**src/rtl/cmp_stream_tracker_if.sv**
```systemverilog
`default_nettype none
// ============================================================================
// Module : cmp_stream_tracker_if
// Brief  : Handshake, operand, result and statistics bundle for cmp_stream_tracker.
// Rev    : 1.0  initial release
// ============================================================================
interface cmp_stream_tracker_if #(
  parameter int WIDTH = 8,
  parameter int CNT_W = 16
);
  logic             in_valid;
  logic             in_ready;
  logic [WIDTH-1:0] a;
  logic [WIDTH-1:0] b;
  logic             signed_mode;
  logic             clear;
  logic             out_valid;
  logic             out_ready;
  logic             equal;
  logic             greater;
  logic             lower;
  logic [WIDTH-1:0] max_val;
  logic [WIDTH-1:0] min_val;
  logic [CNT_W-1:0] sample_cnt;
  logic             stats_valid;

  // Source/consumer side
  modport master (
    output in_valid, a, b, signed_mode, clear, out_ready,
    input  in_ready, out_valid, equal, greater, lower,
           max_val, min_val, sample_cnt, stats_valid
  );

  // Tracker side
  modport slave (
    input  in_valid, a, b, signed_mode, clear, out_ready,
    output in_ready, out_valid, equal, greater, lower,
           max_val, min_val, sample_cnt, stats_valid
  );
endinterface
`default_nettype wire

```
**src/rtl/cmp_stream_tracker.sv**
```systemverilog
`default_nettype none
// ============================================================================
// Module : cmp_stream_tracker
// Brief  : Streaming signed/unsigned comparator with registered result and
//          running min/max/count statistics of operand a.
// Rev    : 1.0  initial release
// ============================================================================
module cmp_stream_tracker #(
  parameter int WIDTH = 8,
  parameter int CNT_W = 16
) (
  input  logic                 clk,
  input  logic                 rst,
  cmp_stream_tracker_if.slave  bus
);

  typedef enum logic [0:0] {
    ST_EMPTY = 1'b0,
    ST_TRACK = 1'b1
  } state_t;

  localparam logic [CNT_W-1:0] C_CNT_MAX = '1;
  localparam logic [CNT_W-1:0] C_CNT_ONE = CNT_W'(1);

  // Returns {equal, greater, lower}; the extra bit makes the difference exact.
  function automatic logic [2:0] cmp3(input logic [WIDTH-1:0] x,
                                      input logic [WIDTH-1:0] y,
                                      input logic             sm);
    logic [WIDTH:0] xe;
    logic [WIDTH:0] ye;
    logic [WIDTH:0] d;
    logic [2:0]     r;
    xe   = {sm & x[WIDTH-1], x};
    ye   = {sm & y[WIDTH-1], y};
    d    = xe - ye;
    r[2] = (d == '0);
    r[0] = d[WIDTH];
    r[1] = !r[2] && !d[WIDTH];
    return r;
  endfunction

  logic             out_valid_q, out_valid_d;
  logic [2:0]       flags_q,     flags_d;
  state_t           state_q,     state_d;
  logic             mode_q,      mode_d;
  logic [WIDTH-1:0] max_q,       max_d;
  logic [WIDTH-1:0] min_q,       min_d;
  logic [CNT_W-1:0] cnt_q,       cnt_d;

  logic       w_in_ready;
  logic       w_xfer_in;
  logic       w_xfer_out;
  logic       w_restart;
  logic [2:0] w_vs_max;
  logic [2:0] w_vs_min;

  assign w_in_ready = !rst && (!out_valid_q || bus.out_ready);
  assign w_xfer_in  = bus.in_valid && w_in_ready;
  assign w_xfer_out = out_valid_q && bus.out_ready;

  assign w_restart  = w_xfer_in && ((state_q == ST_EMPTY) || bus.clear ||
                                    (bus.signed_mode != mode_q));
  assign w_vs_max   = cmp3(bus.a, max_q, mode_q);
  assign w_vs_min   = cmp3(bus.a, min_q, mode_q);

  always_comb begin
    out_valid_d = out_valid_q;
    flags_d     = flags_q;
    if (w_xfer_in) begin
      out_valid_d = 1'b1;
      flags_d     = cmp3(bus.a, bus.b, bus.signed_mode);
    end else if (w_xfer_out) begin
      out_valid_d = 1'b0;
      flags_d     = 3'b000;
    end
  end

  always_comb begin
    state_d = state_q;
    mode_d  = mode_q;
    max_d   = max_q;
    min_d   = min_q;
    cnt_d   = cnt_q;
    if (w_restart) begin
      state_d = ST_TRACK;
      mode_d  = bus.signed_mode;
      max_d   = bus.a;
      min_d   = bus.a;
      cnt_d   = C_CNT_ONE;
    end else if (w_xfer_in) begin
      // Extremes keep tracking even once the counter has saturated.
      if (w_vs_max[1]) max_d = bus.a;
      if (w_vs_min[0]) min_d = bus.a;
      if (cnt_q != C_CNT_MAX) cnt_d = cnt_q + C_CNT_ONE;
    end else if (bus.clear) begin
      state_d = ST_EMPTY;
      max_d   = '0;
      min_d   = '0;
      cnt_d   = '0;
    end
  end

  always_ff @(posedge clk) begin
    if (rst) begin
      out_valid_q <= 1'b0;
      flags_q     <= 3'b000;
      state_q     <= ST_EMPTY;
      mode_q      <= 1'b0;
      max_q       <= '0;
      min_q       <= '0;
      cnt_q       <= '0;
    end else begin
      out_valid_q <= out_valid_d;
      flags_q     <= flags_d;
      state_q     <= state_d;
      mode_q      <= mode_d;
      max_q       <= max_d;
      min_q       <= min_d;
      cnt_q       <= cnt_d;
    end
  end

  assign bus.in_ready    = w_in_ready;
  assign bus.out_valid   = out_valid_q;
  assign bus.equal       = flags_q[2];
  assign bus.greater     = flags_q[1];
  assign bus.lower       = flags_q[0];
  assign bus.max_val     = max_q;
  assign bus.min_val     = min_q;
  assign bus.sample_cnt  = cnt_q;
  assign bus.stats_valid = (state_q == ST_TRACK);

endmodule
`default_nettype wire

```
**src/flat_wrapper.sv**
```systemverilog
// flat-port wrapper written by rule: the top's interface ports become plain ports
module cmp_stream_tracker_flat 
#(
  parameter int WIDTH = 8,
  parameter int CNT_W = 16
)
  (clk, rst, bus_in_valid, bus_a, bus_b, bus_signed_mode, bus_clear, bus_out_ready, bus_in_ready, bus_out_valid, bus_equal, bus_greater, bus_lower, bus_max_val, bus_min_val, bus_sample_cnt, bus_stats_valid);
  cmp_stream_tracker_if #(.WIDTH(WIDTH), .CNT_W(CNT_W)) bus_i ();
  input  logic clk;
  input  logic rst;
  input wire logic [$bits(bus_i.in_valid)-1:0] bus_in_valid;
  input wire logic [$bits(bus_i.a)-1:0] bus_a;
  input wire logic [$bits(bus_i.b)-1:0] bus_b;
  input wire logic [$bits(bus_i.signed_mode)-1:0] bus_signed_mode;
  input wire logic [$bits(bus_i.clear)-1:0] bus_clear;
  input wire logic [$bits(bus_i.out_ready)-1:0] bus_out_ready;
  output wire logic [$bits(bus_i.in_ready)-1:0] bus_in_ready;
  output wire logic [$bits(bus_i.out_valid)-1:0] bus_out_valid;
  output wire logic [$bits(bus_i.equal)-1:0] bus_equal;
  output wire logic [$bits(bus_i.greater)-1:0] bus_greater;
  output wire logic [$bits(bus_i.lower)-1:0] bus_lower;
  output wire logic [$bits(bus_i.max_val)-1:0] bus_max_val;
  output wire logic [$bits(bus_i.min_val)-1:0] bus_min_val;
  output wire logic [$bits(bus_i.sample_cnt)-1:0] bus_sample_cnt;
  output wire logic [$bits(bus_i.stats_valid)-1:0] bus_stats_valid;
  assign bus_i.in_valid = bus_in_valid;
  assign bus_i.a = bus_a;
  assign bus_i.b = bus_b;
  assign bus_i.signed_mode = bus_signed_mode;
  assign bus_i.clear = bus_clear;
  assign bus_i.out_ready = bus_out_ready;
  assign bus_in_ready = bus_i.in_ready;
  assign bus_out_valid = bus_i.out_valid;
  assign bus_equal = bus_i.equal;
  assign bus_greater = bus_i.greater;
  assign bus_lower = bus_i.lower;
  assign bus_max_val = bus_i.max_val;
  assign bus_min_val = bus_i.min_val;
  assign bus_sample_cnt = bus_i.sample_cnt;
  assign bus_stats_valid = bus_i.stats_valid;
  cmp_stream_tracker #(.WIDTH(WIDTH), .CNT_W(CNT_W)) u_core (.clk(clk), .rst(rst), .bus(bus_i));
endmodule
```
**config.mk**
```make
export PLATFORM = sky130hd
export DESIGN_NAME = cmp_stream_tracker_flat
export DESIGN_NICKNAME = d
export VERILOG_FILES = /design/src/rtl/cmp_stream_tracker_if.sv /design/src/rtl/cmp_stream_tracker.sv /design/src/flat_wrapper.sv
export SDC_FILE = /design/constraint.sdc
export NUM_CORES = 1
export LEC_CHECK = 0
export CAP_MARGIN = 15
export CORE_AREA = 2 2 62 94
export CTS_CLUSTER_DIAMETER = 150
export CTS_CLUSTER_SIZE = 28
export DETAILED_ROUTE_END_ITERATION = 7
export DIE_AREA = 0 0 64 96
export PLACE_DENSITY = 0.83
export SLEW_MARGIN = 10
export SYNTH_ARGS = -nofsm -noshare
export SYNTH_HDL_FRONTEND = slang
export SYNTH_SLANG_ARGS = --single-unit
```
**constraint.sdc**
```tcl
create_clock -name clk -period 2.6 [get_ports clk]
set_input_delay 0.39 -clock clk [delete_from_list [all_inputs] [get_ports clk]]
set_output_delay 0.39 -clock clk [all_outputs]
set_load 0.01 [all_outputs]
```
# Word-level counts from Yosys, hierarchy flattened
# Cells that the tools add are included.
[word_totals]
regBits = 38
out_inout_bits = 38
inputBits = 22
elab_cells = 70
[op_classes]
bitwise = 6
addsub = 4
reduce_logical = 27
n_eq_ne = 7
mux = 18
[op_table]
columns = ["cell", "count"]
rows = [
  ["$mux 8", 7],
  ["$mux 16", 3],
  ["$sub 9x9->9", 3],
  ["$logic_not 9->1", 2],
  ["$add 16x1->16 const B", 1],
  ["$ne 16x16->1 const B", 1],
  ["$reduce_and 2->1", 5],
  ["$ne 3x3->1 const B", 3],
  ["$logic_and 1x1->1", 6],
  ["$logic_not 1->1", 6],
  ["$mux 1", 6],
  ["$mux 3", 2],
  ["$reduce_bool 2->1", 3],
  ["$and 1x1->1", 5],
  ["$ne 2x2->1 const B", 2],
  ["$logic_or 1x1->1", 3],
  ["$reduce_bool 3->1", 1],
  ["$reduce_or 2->1", 1],
  ["$ne 1x1->1", 1],
  ["$not 1->1", 1],
]

# Logic depth before layout (Yosys ltp)
[logic_depth]
ltp_word = 8
depth_mapped = 10
ltp_nobuf = 9

# Least setup slack after synthesis
# Ideal clock, no wire load.
[synth_timing]
path_type = "in2reg"
start = "in bus_b[1]"
end = "reg u_core.flags_q[1]"
setup_ns = 0.117
n_path_buf = 0
path_stages = 9
arrival_time_ns = 2.057
setup_slack_ns = 0.426
path_cell_list = "inv_1 > ha_1 > nor2b_1 > o21a_1 > or3_1 > o21ai_1 > a31oi_1 > or3_1 > a32o_2"
[synth_between]
elab_chain_cells = 5
elab_cells_between_ends = 6
classes_between = "add/sub (1); mux (1); reduce/logical (4)"
[synth_lines]
columns = ["element", "line_no", "source"]
rows = [
  ["start, declared", "flat_wrapper.sv:13", "input wire logic [$bits(bus_i.b)-1:0] bus_b;"],
  ["$sub 9x9->9 (*)", "cmp_stream_tracker.sv:35", "d = xe - ye;"],
  ["$logic_not 9->1", "cmp_stream_tracker.sv:36", "r[2] = (d == '0);"],
  ["$logic_not 1->1", "cmp_stream_tracker.sv:38", "r[1] = !r[2] && !d[WIDTH];"],
  ["$logic_and 1x1->1 (*)", "cmp_stream_tracker.sv:38", ""],
  ["$mux 3 (*)", "cmp_stream_tracker.sv:69", "if (w_xfer_in) begin"],
  ["end signal, assigned", "cmp_stream_tracker.sv:114", "flags_q <= flags_d;"],
  ["end, declared", "cmp_stream_tracker.sv:43", "logic [2:0] flags_q, flags_d;"],
]
# Every way passes the cells marked *; elsewhere a longest branch is shown, timed or not.
# A chain may end at the register's enable or synchronous reset.

# Final worst setup path
[layout_timing]
start = "in bus_a[5]"
end = "reg u_core.max_q[7] (netlist: u_core.bus.max_val[7])"
[layout_between]
elab_chain_cells = 6
elab_cells_between_ends = 7
classes_between = "add/sub (1); eq/ne (1); reduce/logical (5)"
[layout_lines]
columns = ["element", "line_no", "source"]
rows = [
  ["start, declared", "flat_wrapper.sv:12", "input wire logic [$bits(bus_i.a)-1:0] bus_a;"],
  ["$sub 9x9->9 (*)", "cmp_stream_tracker.sv:35", ""],
  ["$logic_not 9->1", "cmp_stream_tracker.sv:36", ""],
  ["$logic_not 1->1", "cmp_stream_tracker.sv:38", ""],
  ["$logic_and 1x1->1 (*)", "cmp_stream_tracker.sv:38", ""],
  ["$ne 3x3->1 (no line) (*)", "-", ""],
  ["$reduce_and 2->1 (no line) (*)", "-", ""],
  ["end signal, assigned", "cmp_stream_tracker.sv:117", "max_q <= max_d;"],
  ["end, declared", "cmp_stream_tracker.sv:46", "logic [WIDTH-1:0] max_q, max_d;"],
]
# Marks and branches as above.

==> key figures <==
CTS
  • Root Buffer: clkbuf_8
  • Num Clock Sinks: 38
  • Hold-fix buffers, CTS: 0
  • Clock buffer depth: 2
  • CTS tree: done
  • Clock latency on the worst-skew pair: 0.29 ns
  • CTS clk-pin slew, worst paths: 0.08 ns
  • CTS buffer count: 5
  • H-tree levels: 2

Synth
  • Gate Count Post-Synth: 336
  • Synth top area share: 0.286
  • Largest family of logic cells by synthesized area: simple AND/OR/NAND/NOR gates
  • Synth Flop Type: dfxtp_1
  • Synth cell types: 48
  • Largest area contributor in the netlist: dfxtp_1
  • Area of the mapped netlist: 2660 um^2
  • Async set or reset register ratio after synthesis: 0
  • Synth area leaders: dfxtp_1 (29%), ha_1 (11%), nand2_1 (6.5%), mux2i_1 (6.4%), nor2_1 (4.1%)
  • Syn nets: 382
  • Synth Area in Compound Gates: 0.190
  • Multiplexer area fraction after synthesis: 0.0639
  • Post-Synth Adder-Cell Area: 0.113
  • Post-synthesis simple-gate area fraction: 0.239
  • Yosys warnings: 0
  • Number of synthesized flops with an enable pin: 0
  • Synthesis-stage register bit count: 38
  • Seq/Total Area, Yosys: 0.286
  • XOR/XNOR share of the synthesized area: 0.0428
  • Syn_area_per_cell: 7.92 um^2

Hold path
  • HP Class: in -> reg
  • Hold depth: 3

STA
  • Slew headroom: 0.684
  • Skew final: 0.00657 ns
  • Final hold vios: 0
  • Setup TNS: 0 ns
  • Final setup fails: 0
  • Min cycle time layout: 2.51 ns
  • Tightest Pin Transition: 0.468 ns
  • Tcrit/Tclk final: 0.965
  • Pins Over Slew Limit: 0
  • RSZ-0062 raised after global routing: no
  • Fmax: 0.399 GHz

Place
  • IO buf count: 59
  • DP Wirelength: 5330 um
  • GP Congestion: 0.859

Critical path
  • Critical path class: in -> reg
  • CP max FO: 4
  • Critical Path RT: 2.77 ns
  • Critical Path End Type: flop
  • Number of cells on the worst reg-to-reg path: 10
  • CP startpoint kind: primary input
  • Critical path arrival: 2.68 ns

Final layout
  • Nets: 465
  • Most common cell after layout, fill and taps aside: clkdlybuf4s50_1
  • N_diodes: 0
  • Layout cells sized above 1: 0.100
  • Layout area overhead: 34.4%
  • Layout Utilization: 0.672
  • Most frequent cells in the layout: clkdlybuf4s50_1 (58), nand2_1 (46), dfxtp_1 (38)

Detailed routing
  • DRC Markers: 0
  • First drt pass iteration count: 4
  • Initial drt markers: 159
  • Final wirelength: 6850 um
  • Vias per cell: 5.52
  • WL/cell: 14.0 um
  • Via count: 2703
  • Post-route ant nets: 0

Global routing
  • Number of global-route vias before repair: 2586
  • First-pass GRT wire length: 11300 um
  • Antenna violations before repair: 0
  • Gr usage total: 0.230
  • Congestion Overflow GR: 0
  • Pin count of the biggest net entering global routing: 27

Die
  • Die area: 6140 um^2
  • Placeable Area: 5330 um^2
  • Die Width: 64 um
  • IO Count: 60
  • Die Y: 96 um
  • Initial core utilization: 0.500
  • Row count: 33

Power and ir drop
  • Leak: 1.43 nW
  • Power per cell area: 397 nW/um^2
  • Peak supply drop: 0.000270 V

Run status
  • Status: completed

Run
  • Max_cap viols: 0
[state kept, by name (all words and copies together) (netlist names)]
register	flops
u_core.bus.min_val	8
u_core.bus.sample_cnt	16
u_core.bus.out_valid	1
u_core.bus.max_val	8
u_core.bus.stats_valid	1
u_core.flags_q	3
u_core.mode_q	1
[cells in the mapped netlist (5+ instances only)]
master	n
nor3_1	6
a21oi_1	20
nand2_1	46
o21ai_0	18
inv_1	27
nand2b_1	8
ha_1	24
mux2i_1	17
nand4_1	6
xnor2_1	6
dfxtp_1	38
and3_1	5
nand3_1	16
nor2_1	29
xor2_1	7
[power breakdown]
group	switching [mW]	internal, mW
Sequential	0.0155	0.598
Combinational	0.193	0.186
Clock	0.216	0.214
Total	0.424	0.998
[final timing paths]
check / endpoint / startpoint / slack [ns]
min reg2reg: u_core.flags_q[0]$_SDFFE_PP0P_ / u_core.flags_q[0]$_SDFFE_PP0P_ / 0.48
max: u_core.bus.max_val[7]$_SDFFE_PP0P_ / bus_a[5] / 0.09
min: u_core.bus.max_val[1]$_SDFFE_PP0P_ / bus_a[1] / 0.45
max reg2reg: u_core.bus.max_val[7]$_SDFFE_PP0P_ / u_core.bus.max_val[1]$_SDFFE_PP0P_ / 0.24
[area by class of cell]
cell class	instances	area, um^2
Timing Repair Buffer	85	801
Clock buffer	7	86.3
Clock inverter	1	5.00
Sequential cell	38	761
Tap cell	70	87.6
Multi-Input combinational cell	261	1730
Inverter	28	108
Fill cell	412	1750
[stage by stage]
stage / hold WS (ns) / total power, mW / setup slack [ns] / area, um^2 / instances
after floorplan: 0.471 / 0.842 / 0.426 / 2660 / 336
after global placement: 0.462 / 0.988 / -0.156 / 3480 / 482
after detailed placement: 0.467 / 0.999 / -0.189 / 3480 / 482
after CTS: 0.484 / 1.43 / 0.112 / 3570 / 490
after global routing: 0.480 / 1.49 / 0.00138 / 3580 / 490
final: 0.451 / 1.42 / 0.0908 / 3580 / 490
[worst max-delay path: stages]
cell             delay (ns)
clkdlybuf4s50_1        0.52
ha_1                   0.38
and2_1                 0.22
o311ai_2               0.17
buf_4                  0.17
nand4_1                0.08
o311ai_0               0.14
o31a_1                 0.33
buf_4                  0.16
mux2i_1                0.12
[per-layer routing]
layer / part of all wire / vias to the layer above / wire [um] / global-route usage
li1: - / 1357 / - / -
met1: 0.40 / 1250 / 2740 / 0.251
met2: 0.53 / 80 / 3650 / 0.436
met3: 0.038 / 16 / 257 / 0.0234
met4: 0.030 / 0 / 204 / 0.112
met5: 0 / - / 0 / 0
[kinds of logic after synthesis]
group | count (synthesis)
AO/OA/AOI/OAI | 74
XOR/XNOR | 13
adder cells (fa/ha/maj) | 24
buffers and inverters | 37
flip-flops | 38
multiplexers | 17
AND/OR/NAND/NOR | 133
[what timing repair did]
action / 4_1_cts / 5_1_grt
gates resized for setup: 0 / 2
setup endpoints to repair: 0 / 8
buffers inserted: 0 / 0
Power figures use the tool's default switching activity.
